**src/rtl/id_ex_stage_reg.sv**
```systemverilog
// ID->EX pipeline register with valid bit, stall (hold) and flush (bubble).
// Optional stall/flush performance counters are enabled by defining IDEX_PERF_CNT_EN.
module id_ex_stage_reg #(
  parameter int CTRL_W = 20,
  parameter int DATA_W = 32,
  parameter int REG_W  = 5,
  parameter int CNT_W  = 16
) (
  input  logic              CLK,
  input  logic              RESET_N,
  input  logic              I_IDEX_Stall,
  input  logic              I_IDEX_Flush,
  input  logic              I_IDEX_Valid,
  input  logic [CTRL_W-1:0] I_IDEX_ControlReg,
  input  logic [DATA_W-1:0] I_IDEX_PC,
  input  logic [DATA_W-1:0] I_IDEX_ReadData1,
  input  logic [DATA_W-1:0] I_IDEX_ReadData2,
  input  logic [DATA_W-1:0] I_IDEX_SignExt,
  input  logic [DATA_W-1:0] I_IDEX_SHIFT,
  input  logic [REG_W-1:0]  I_IDEX_RS,
  input  logic [REG_W-1:0]  I_IDEX_RT,
  input  logic [REG_W-1:0]  I_IDEX_RD,
  output logic              O_IDEX_Valid,
  output logic [CTRL_W-1:0] O_IDEX_ControlReg,
  output logic [DATA_W-1:0] O_IDEX_PC,
  output logic [DATA_W-1:0] O_IDEX_ReadData1,
  output logic [DATA_W-1:0] O_IDEX_ReadData2,
  output logic [DATA_W-1:0] O_IDEX_SignExt,
  output logic [DATA_W-1:0] O_IDEX_SHIFT,
  output logic [REG_W-1:0]  O_IDEX_RS,
  output logic [REG_W-1:0]  O_IDEX_RT,
  output logic [REG_W-1:0]  O_IDEX_RD,
  output logic [CNT_W-1:0]  O_IDEX_StallCnt,
  output logic [CNT_W-1:0]  O_IDEX_FlushCnt
);

  // Flush beats stall; a flushed slot is fully zeroed so bubbles are deterministic.
  always_ff @(posedge CLK or negedge RESET_N) begin
    if (!RESET_N) begin
      O_IDEX_Valid      <= 1'b0;
      O_IDEX_ControlReg <= '0;
      O_IDEX_PC         <= '0;
      O_IDEX_ReadData1  <= '0;
      O_IDEX_ReadData2  <= '0;
      O_IDEX_SignExt    <= '0;
      O_IDEX_SHIFT      <= '0;
      O_IDEX_RS         <= '0;
      O_IDEX_RT         <= '0;
      O_IDEX_RD         <= '0;
    end else if (I_IDEX_Flush) begin
      O_IDEX_Valid      <= 1'b0;
      O_IDEX_ControlReg <= '0;
      O_IDEX_PC         <= '0;
      O_IDEX_ReadData1  <= '0;
      O_IDEX_ReadData2  <= '0;
      O_IDEX_SignExt    <= '0;
      O_IDEX_SHIFT      <= '0;
      O_IDEX_RS         <= '0;
      O_IDEX_RT         <= '0;
      O_IDEX_RD         <= '0;
    end else if (!I_IDEX_Stall) begin
      O_IDEX_Valid      <= I_IDEX_Valid;
      // Invalid slots carry no control so they cannot cause side effects downstream.
      O_IDEX_ControlReg <= I_IDEX_Valid ? I_IDEX_ControlReg : '0;
      O_IDEX_PC         <= I_IDEX_PC;
      O_IDEX_ReadData1  <= I_IDEX_ReadData1;
      O_IDEX_ReadData2  <= I_IDEX_ReadData2;
      O_IDEX_SignExt    <= I_IDEX_SignExt;
      O_IDEX_SHIFT      <= I_IDEX_SHIFT;
      O_IDEX_RS         <= I_IDEX_RS;
      O_IDEX_RT         <= I_IDEX_RT;
      O_IDEX_RD         <= I_IDEX_RD;
    end
  end

`ifdef IDEX_PERF_CNT_EN
  logic [CNT_W-1:0] stall_cnt;
  logic [CNT_W-1:0] flush_cnt;

  // Saturating counters; a flushed edge never counts as a stall.
  always_ff @(posedge CLK or negedge RESET_N) begin
    if (!RESET_N) begin
      stall_cnt <= '0;
      flush_cnt <= '0;
    end else if (I_IDEX_Flush) begin
      if (flush_cnt != '1) flush_cnt <= flush_cnt + CNT_W'(1);
    end else if (I_IDEX_Stall) begin
      if (stall_cnt != '1) stall_cnt <= stall_cnt + CNT_W'(1);
    end
  end

  assign O_IDEX_StallCnt = stall_cnt;
  assign O_IDEX_FlushCnt = flush_cnt;
`else
  assign O_IDEX_StallCnt = '0;
  assign O_IDEX_FlushCnt = '0;
`endif

endmodule

```
**config.mk**
```make
export PLATFORM = sky130hd
export DESIGN_NAME = id_ex_stage_reg
export DESIGN_NICKNAME = d
export VERILOG_FILES = /design/src/rtl/id_ex_stage_reg.sv
export SDC_FILE = /design/constraint.sdc
export NUM_CORES = 1
export LEC_CHECK = 0
export ABC_AREA = 1
export BUFFER_PORTS_ARGS = -buffer_cell sky130_fd_sc_hd__buf_4
export CAP_MARGIN = 20
export CORE_AREA = 8 8 159 161
export CTS_BUF_LIST = sky130_fd_sc_hd__clkbuf_4 sky130_fd_sc_hd__clkbuf_8
export DETAILED_ROUTE_END_ITERATION = 12
export DIE_AREA = 0 0 167 169
export GPL_TIMING_DRIVEN = 0
export HOLD_SLACK_MARGIN = 0.06
export PLACE_DENSITY_LB_ADDON = 0.05
export REMOVE_ABC_BUFFERS = 1
export SYNTH_ARGS = -nofsm -noshare
export SYNTH_HDL_FRONTEND = slang
export SYNTH_SLANG_ARGS = --single-unit
```
**constraint.sdc**
```tcl
create_clock -name CLK -period 0.8 [get_ports CLK]
set_clock_uncertainty 0.15 [all_clocks]
set_input_delay 0.16 -clock CLK [delete_from_list [all_inputs] [get_ports CLK]]
set_output_delay 0.16 -clock CLK [all_outputs]
set_load 0.1 [all_outputs]
```
## Word level (Yosys, flattened, before mapping)

Index checks and enable logic that the tools add are counted.

| operators by class | value |
|---|---|
| equal/unequal tests | 1 |
| muxes and demuxes | 21 |

Operator list:

| operator | number |
|---|---|
| $mux 32 | 10 |
| $mux 20 | 3 |
| $mux 5 | 6 |
| $mux 1 | 2 |
| $ne 2x1->1 const B | 1 |

| word-level totals | value |
|---|---|
| register bits after elaboration | 196 |
| output and inout port bits | 228 |
| logic and storage cells | 32 |

## Logic depth before layout (Yosys ltp)

Gate-level depths: netlist (run 1).

| logic depth | value |
|---|---|
| word-level depth | 3 |
| depth in mapped cells | 6 |
| depth with buffers taken out | 4 |

## Least setup slack after synthesis (run 1)

OpenSTA, ideal clock, no wires.

| timing | value |
|---|---|
| kind | flip-flop to flip-flop |
| start | register O_IDEX_ControlReg[0] (netlist name) |
| end | register O_IDEX_ControlReg[0] |
| arrival time | 1.088 ns |
| data required time | 0.582 ns |
| slack | -0.506 ns |
| cell stages (with the launch flop) | 3 |
| path buffers | 0 |
| clock period less this slack | 1.306 ns |
| path through | dfrtp_1 > nand2_1 > nand2_1 |

RTL lines:

| element | line | RTL |
|---|---|---|
| to (signal assigned) | 64 | `O_IDEX_ControlReg <= I_IDEX_Valid ? I_IDEX_ControlReg : '0;` |
| to (decl) | 24 | `output logic [CTRL_W-1:0] O_IDEX_ControlReg,` |

## Worst setup path after layout (run 1)

| timing | value |
|---|---|
| start | register O_IDEX_ControlReg[4] |
| end | output O_IDEX_ControlReg[4] |

No word-level cell between the ends.

==> results of run 1 <==
## power by group through the flow
stage                     Combinational (W)  Clock (W)  Sequential [W]
after floorplan                     0.00136          0          0.0148
after global placement              0.00768          0          0.0109
after detailed placement            0.00771          0          0.0109
after CTS                            0.0110    0.00699          0.0110
after global routing                 0.0120    0.00740          0.0112
final                                0.0116    0.00691          0.0111
## timing repair
action | in CTS | in global routing
gates cloned | 33 | 7
endpoints found under the setup margin | 489 | 497
resized for setup | 684 | 301
endpoints found under the hold margin | 379 | 180
pin swaps | 47 | 192
buffers inserted | 58 | 56
## stage by stage
stage / instance area (um2) / total power [W] / instances / hold WS [ns] / setup slack, ns
after floorplan: 7270 / 0.0162 / 819 / -0.286 / -3.41
after global placement: 10600 / 0.0186 / 1504 / 0.210 / -6.36
after detailed placement: 10900 / 0.0186 / 1517 / 0.0891 / -1.22
after CTS: 17400 / 0.0290 / 1829 / -0.521 / -0.635
after global routing: 18600 / 0.0306 / 1874 / -0.511 / -0.690
final: 18600 / 0.0297 / 1874 / -0.521 / -0.667
## layout make-up
type / instances / share of cell area (%)
clock buffers: 18 / 1.33
clock inverters: 11 / 0.822
inverters: 1 / 0.0404
multi-input cells: 624 / 16.7
flip-flops and latches: 196 / 26.5
well taps: 290 / 1.95
repair buffers: 734 / 52.6
## placed cells by master (no fill, tap or decap)
| cell type | netlist | final |
|---|---|---|
| buf_6 | 0 | 70 |
| nor2_4 | 0 | 4 |
| buf_16 | 0 | 27 |
| buf_8 | 0 | 10 |
| dfrtp_2 | 0 | 11 |
| clkinv_4 | 0 | 1 |
| clkinv_2 | 0 | 1 |
| inv_6 | 0 | 3 |
| buf_4 | 47 | 203 |
| nand3_2 | 0 | 7 |
| nand2_4 | 0 | 43 |
| clkbuf_8 | 0 | 18 |
| nand3_1 | 20 | 13 |
| nand2_2 | 0 | 141 |
| clkbuf_16 | 0 | 7 |
| buf_12 | 0 | 222 |
| nand2_1 | 568 | 384 |
| clkinvlp_4 | 0 | 4 |
| dlygate4sd3_1 | 0 | 195 |
| conb_1 | 1 | 32 |
| bufinv_16 | 0 | 3 |
| dfrtp_1 | 196 | 185 |
## cell families (layout without fill, tap and decap cells)
group	count (synthesis)	after routing	share of synthesized area (%)
buffers and inverters	77	764	6.37
flip-flops	196	196	64.2
other	1	32	0.0491
AND/OR/NAND/NOR	590	592	29.4
## worst max-delay path by stage
stage               slack (ns)                 start                     to  cells past startpoint
floorplan                -3.41          I_IDEX_Flush   O_IDEX_ControlReg[0]                      3
global placement         -6.36          I_IDEX_Flush  O_IDEX_ControlReg[19]                      4
detailed placement       -1.22          I_IDEX_Flush  O_IDEX_ControlReg[17]                      8
CTS                      -0.63         O_IDEX_PC[26]          O_IDEX_PC[26]                      1
global route             -0.69  O_IDEX_ControlReg[8]   O_IDEX_ControlReg[8]                      1
finish                   -0.67  O_IDEX_ControlReg[4]   O_IDEX_ControlReg[4]                      1
## registers in the layout, indices dropped and copies added (netlist names)
signal and cells:
O_IDEX_SignExt 32, O_IDEX_RT 5, O_IDEX_ControlReg 20, O_IDEX_Valid 1
O_IDEX_RS 5, O_IDEX_PC 32, O_IDEX_ReadData1 32, O_IDEX_RD 5
O_IDEX_ReadData2 32, O_IDEX_SHIFT 32
## layer usage
layer	track usage, %	wire, um	vias to the layer above
li1	-	-	3971
met1	26.5	14100	4296
met2	45.7	21500	404
met3	9.20	3160	94
met4	11.9	1710	0
met5	0	0	-
==> impl_metrics.toml, run 1 <==
[floorplan]
dieArea_um2 = 28200
die_h_um = 169
fp-row-count = 56
core_um2 = 22900
ios = 428
initial_core_util_pct = 33.3
die_width_um = 167

[power_and_ir_drop]
p_int_w = 0.0183
vdd_drop_max_v = 0.000996
p_per_area_nw_per_um2 = 1600
seqPwrFrac_pct = 37.5
p_sw_share_pct = 38.4
p_leak_nw = 9.58
clkPwrFrac_pct = 23.3
combPwrFrac_pct = 39.2
p_switching_w = 0.0114

[sta]
setup_viol = 384
rsz0062_at_grt = "yes"
final.setup.tns_ns = -132.24
worst_hold_slack_ns = -0.521
maxSlewHeadroom_pct = 64.9
fmax_mhz = 682
hold_violations = 174
fin_crit_sh_pct = 183
worstMarginPinSlew_ns = 0.526
slew_violations = 0
period_needed_ns = 1.47
fin_ws_ns = -0.667

[setup_path]
required_ns = 0.49
rr_startpoint = "O_IDEX_ReadData2[1]"
worst-path-max-fanout = 2
cp_num_buf_inv = 1
start_kind = "flip-flop"
critPathMaxStageDelay_ns = 0.48
timing.rr.end = "O_IDEX_ReadData2[1]"
regToRegSetupSlack_ns = -0.25
cp_slowest_cell = "dfrtp_1"
rr_worst_depth = 4
crit_chain = "buf_12"
endpoint_kind = "primary output"
worstPathArrival_ns = 1.16
cp_top_family = "flip-flops"
crit_type = "reg -> out"

[global_route]
grt_pass1_vias = 9390
grt_max_degree = 109
grt.total_usage_pct = 25.5
antenna_found_initial = 0
grt.overflow.total = 0
grt_pass1_wl_um = 55400

[yosys]
syn_area_um2 = 7640
synth_warnings = 0
synth.distinct_cells = 10
synth_top_area_share_pct = 64.2
syn_area_per_cell_um2 = 8.84
synth_ff_type = "dfrtp_1"
synth-edff-count = 0
async_reset_ff_share_pct = 100
synth-seq-cells = 196
synthTopCellsByCount = "nand2_1, dfrtp_1, buf_4"
synth.most_common_cell = "nand2_1"
yosysSeqAreaShare_pct = 64.2
synth_area_leader_cell = "dfrtp_1"
synthTopCellsByArea = "dfrtp_1, nand2_1, buf_4"
postSynthCellCount = 864

[finish]
seqCellArea_um2 = 4920
finalNetCount = 1774
diodes = 0
final_util_pct = 81.1
areaGrowthSynthToFinish_pct = 143
nFillCells = 1211
drive_gt1_share_pct = 48.9
multi_input_area_um2 = 3110

[place]
io_buffers = 395
hpwl_um = 20100
gp_congestion = 0.773

[status]
violations = "hold timing, setup timing"
status = "complete, but fails checks"

[clock_network]
cts.sink_count = 196
numCtsBuffers = 17
holdBufCountCts = 195
clk_latency_ns = 0.44
ctsHtreeMaxLevel = 4
root_buffer = "clkbuf_8"
cts_max_path_buffers = 2
cts.clk_slew.worst_paths_ns = 0.11
tritoncts = "yes"

[route]
drt_pass1_iterations = 5
viasPerCell = 4.68
drc = 0
num_vias = 8765
ant_nets = 0
dr.first_iter.drc_count = 475
wl_um = 40500
wl_per_cell_um = 21.6

[flow_run]
cap_violations = 0

[min_path]
hold_path.class = "in -> async"
(Power assumes the default switching activity.)
==> run 2: changes to the inputs <==
==> constraint.sdc (replaced) <==
create_clock -name CLK -period 0.8 [get_ports CLK]
set_clock_uncertainty 0.15 [all_clocks]
set_input_delay 0.12 -clock CLK [delete_from_list [all_inputs] [get_ports CLK]]
set_output_delay 0.12 -clock CLK [all_outputs]
set_load 0.1 [all_outputs]
==> run 2 against run 1 <==
Clock power fell by 2%. Total power shrank 2.6%. Critical path type unchanged. Clock-buffer cell count is the same. Non-clock buffer count shrank 25. The run still ends with hold timing, setup timing left. Sequential cell count unchanged. Routed wire length fell by 7.7%. Via count decreased by 3.9%.
==> impl_metrics.toml, run 2 (synthesis gave the netlist of run 1 again) <==
[power_and_ir_drop]
p_leak_nw = 9.03
vdd_drop_max_v = 0.000900
clkPwrFrac_pct = 23.5
p_switching_w = 0.0110
combPwrFrac_pct = 38.1
p_per_area_nw_per_um2 = 1650
seqPwrFrac_pct = 38.3
p_int_w = 0.0179
p_sw_share_pct = 38.0

[setup_path]
cp_slowest_cell = "dfrtp_1"
required_ns = 0.53
cp_num_buf_inv = 1
worst-path-max-fanout = 2
crit_type = "reg -> out"
worstPathArrival_ns = 1.11
cp_top_family = "flip-flops"
start_kind = "flip-flop"
crit_chain = "buf_12"
critPathMaxStageDelay_ns = 0.45
endpoint_kind = "primary output"

[global_route]
grt_max_degree = 109
antenna_found_initial = 2
grt.overflow.total = 0
grt.total_usage_pct = 23.6
grt_pass1_wl_um = 51700
grt_pass1_vias = 8918

[clock_network]
root_buffer = "clkbuf_8"
numCtsBuffers = 17
cts_max_path_buffers = 2
cts.clk_slew.worst_paths_ns = 0.11
clk_latency_ns = 0.45
tritoncts = "yes"
cts.sink_count = 196
holdBufCountCts = 195
ctsHtreeMaxLevel = 4

[sta]
slew_violations = 0
fin_crit_sh_pct = 173
period_needed_ns = 1.38
rsz0062_at_grt = "yes"
fin_ws_ns = -0.584
hold_violations = 187
final.setup.tns_ns = -114.66
setup_viol = 330
worstMarginPinSlew_ns = 0.545
worst_hold_slack_ns = -0.582
fmax_mhz = 722
maxSlewHeadroom_pct = 63.7

[status]
status = "complete, but fails checks"
violations = "hold timing, setup timing"

[finish]
finalNetCount = 1749
final_common_cell = "nand2_1"
areaGrowthSynthToFinish_pct = 130
most-common-layout-cells = "nand2_1, buf_4, buf_12"
seqCellArea_um2 = 4910
layout.cells.non_filler = 1851
final_util_pct = 76.7
drive_gt1_share_pct = 41.5
multi_input_area_um2 = 2680
final_area_um2 = 17600
nFillCells = 1412

[place]
io_buffers = 395
hpwl_um = 20100
dp.cells = 1517
place_area_um2 = 10900
gp_congestion = 0.773

[min_path]
hold_path.class = "in -> async"

[floorplan]
fp-row-count = 56
core_um2 = 22900
ios = 428
die_h_um = 169
initial_core_util_pct = 33.3
dieArea_um2 = 28200
die_width_um = 167

[route]
wl_per_cell_um = 20.2
wl_um = 37400
dr.first_iter.drc_count = 495
viasPerCell = 4.55
ant_nets = 0
drc = 0
drt_pass1_iterations = 7
num_vias = 8427

[flow_run]
cap_violations = 0
## run 2: worst paths after layout
path,start,endpoint,slack [ns],depth (start not counted)
min reg2reg,O_IDEX_PC[24],O_IDEX_PC[24],0.38,2
max in group asynchronous,RESET_N,O_IDEX_Valid,0.26,2
max reg2reg,O_IDEX_ReadData2[1],O_IDEX_ReadData2[1],-0.25,4
min,RESET_N,O_IDEX_ReadData2[21],-0.58,1
max,O_IDEX_ControlReg[1],O_IDEX_ControlReg[1],-0.58,1
min in group CLK,I_IDEX_Flush,O_IDEX_PC[17],-0.10,4
## run 2: final cells by class
cell class	instances	share of cell area (%)
Clock inverter	11	0.869
Antenna cell	2	0.0285
Inverter	1	0.0427
Clock buffer	18	1.41
Sequential cell	196	28.0
Tap cell	290	2.07
Timing Repair Buffer	709	52.4
Multi-Input combinational cell	624	15.2
## run 2: stage by stage
stage / power [W] / worst slack, ns
global route: 0.0298 / -0.628
finish: 0.0289 / -0.584
global placement: 0.0186 / -6.32
CTS: 0.0284 / -0.595
floorplan: 0.0162 / -3.37
detailed placement: 0.0186 / -1.18
## run 2: metal layers
layer	part of all wire [%]	routed length, um	vias to the layer above	GRT usage [%]
met5	0	0	-	0
met3	8.2	3070	75	8.78
met4	3.1	1170	0	9.71
met2	53	19800	369	41.7
li1	-	-	3910	-
met1	36	13300	4073	25.2
## run 2: what timing repair did
item,in CTS,in global routing
hold endpoints to repair,392,185
gates cloned,15,15
buffers inserted,40,50
gates resized for setup,629,162
setup endpoints to repair,487,453
pin swaps,32,159
## run 2: power by group through the flow
| stage | Sequential, W | Combinational [W] | Clock, W |
|---|---|---|---|
| finish | 0.0111 | 0.0110 | 0.00680 |
| floorplan | 0.0148 | 0.00136 | 0 |
| detailed placement | 0.0109 | 0.00771 | 0 |
| global route | 0.0111 | 0.0114 | 0.00729 |
| global placement | 0.0109 | 0.00768 | 0 |
| CTS | 0.0110 | 0.0104 | 0.00699 |
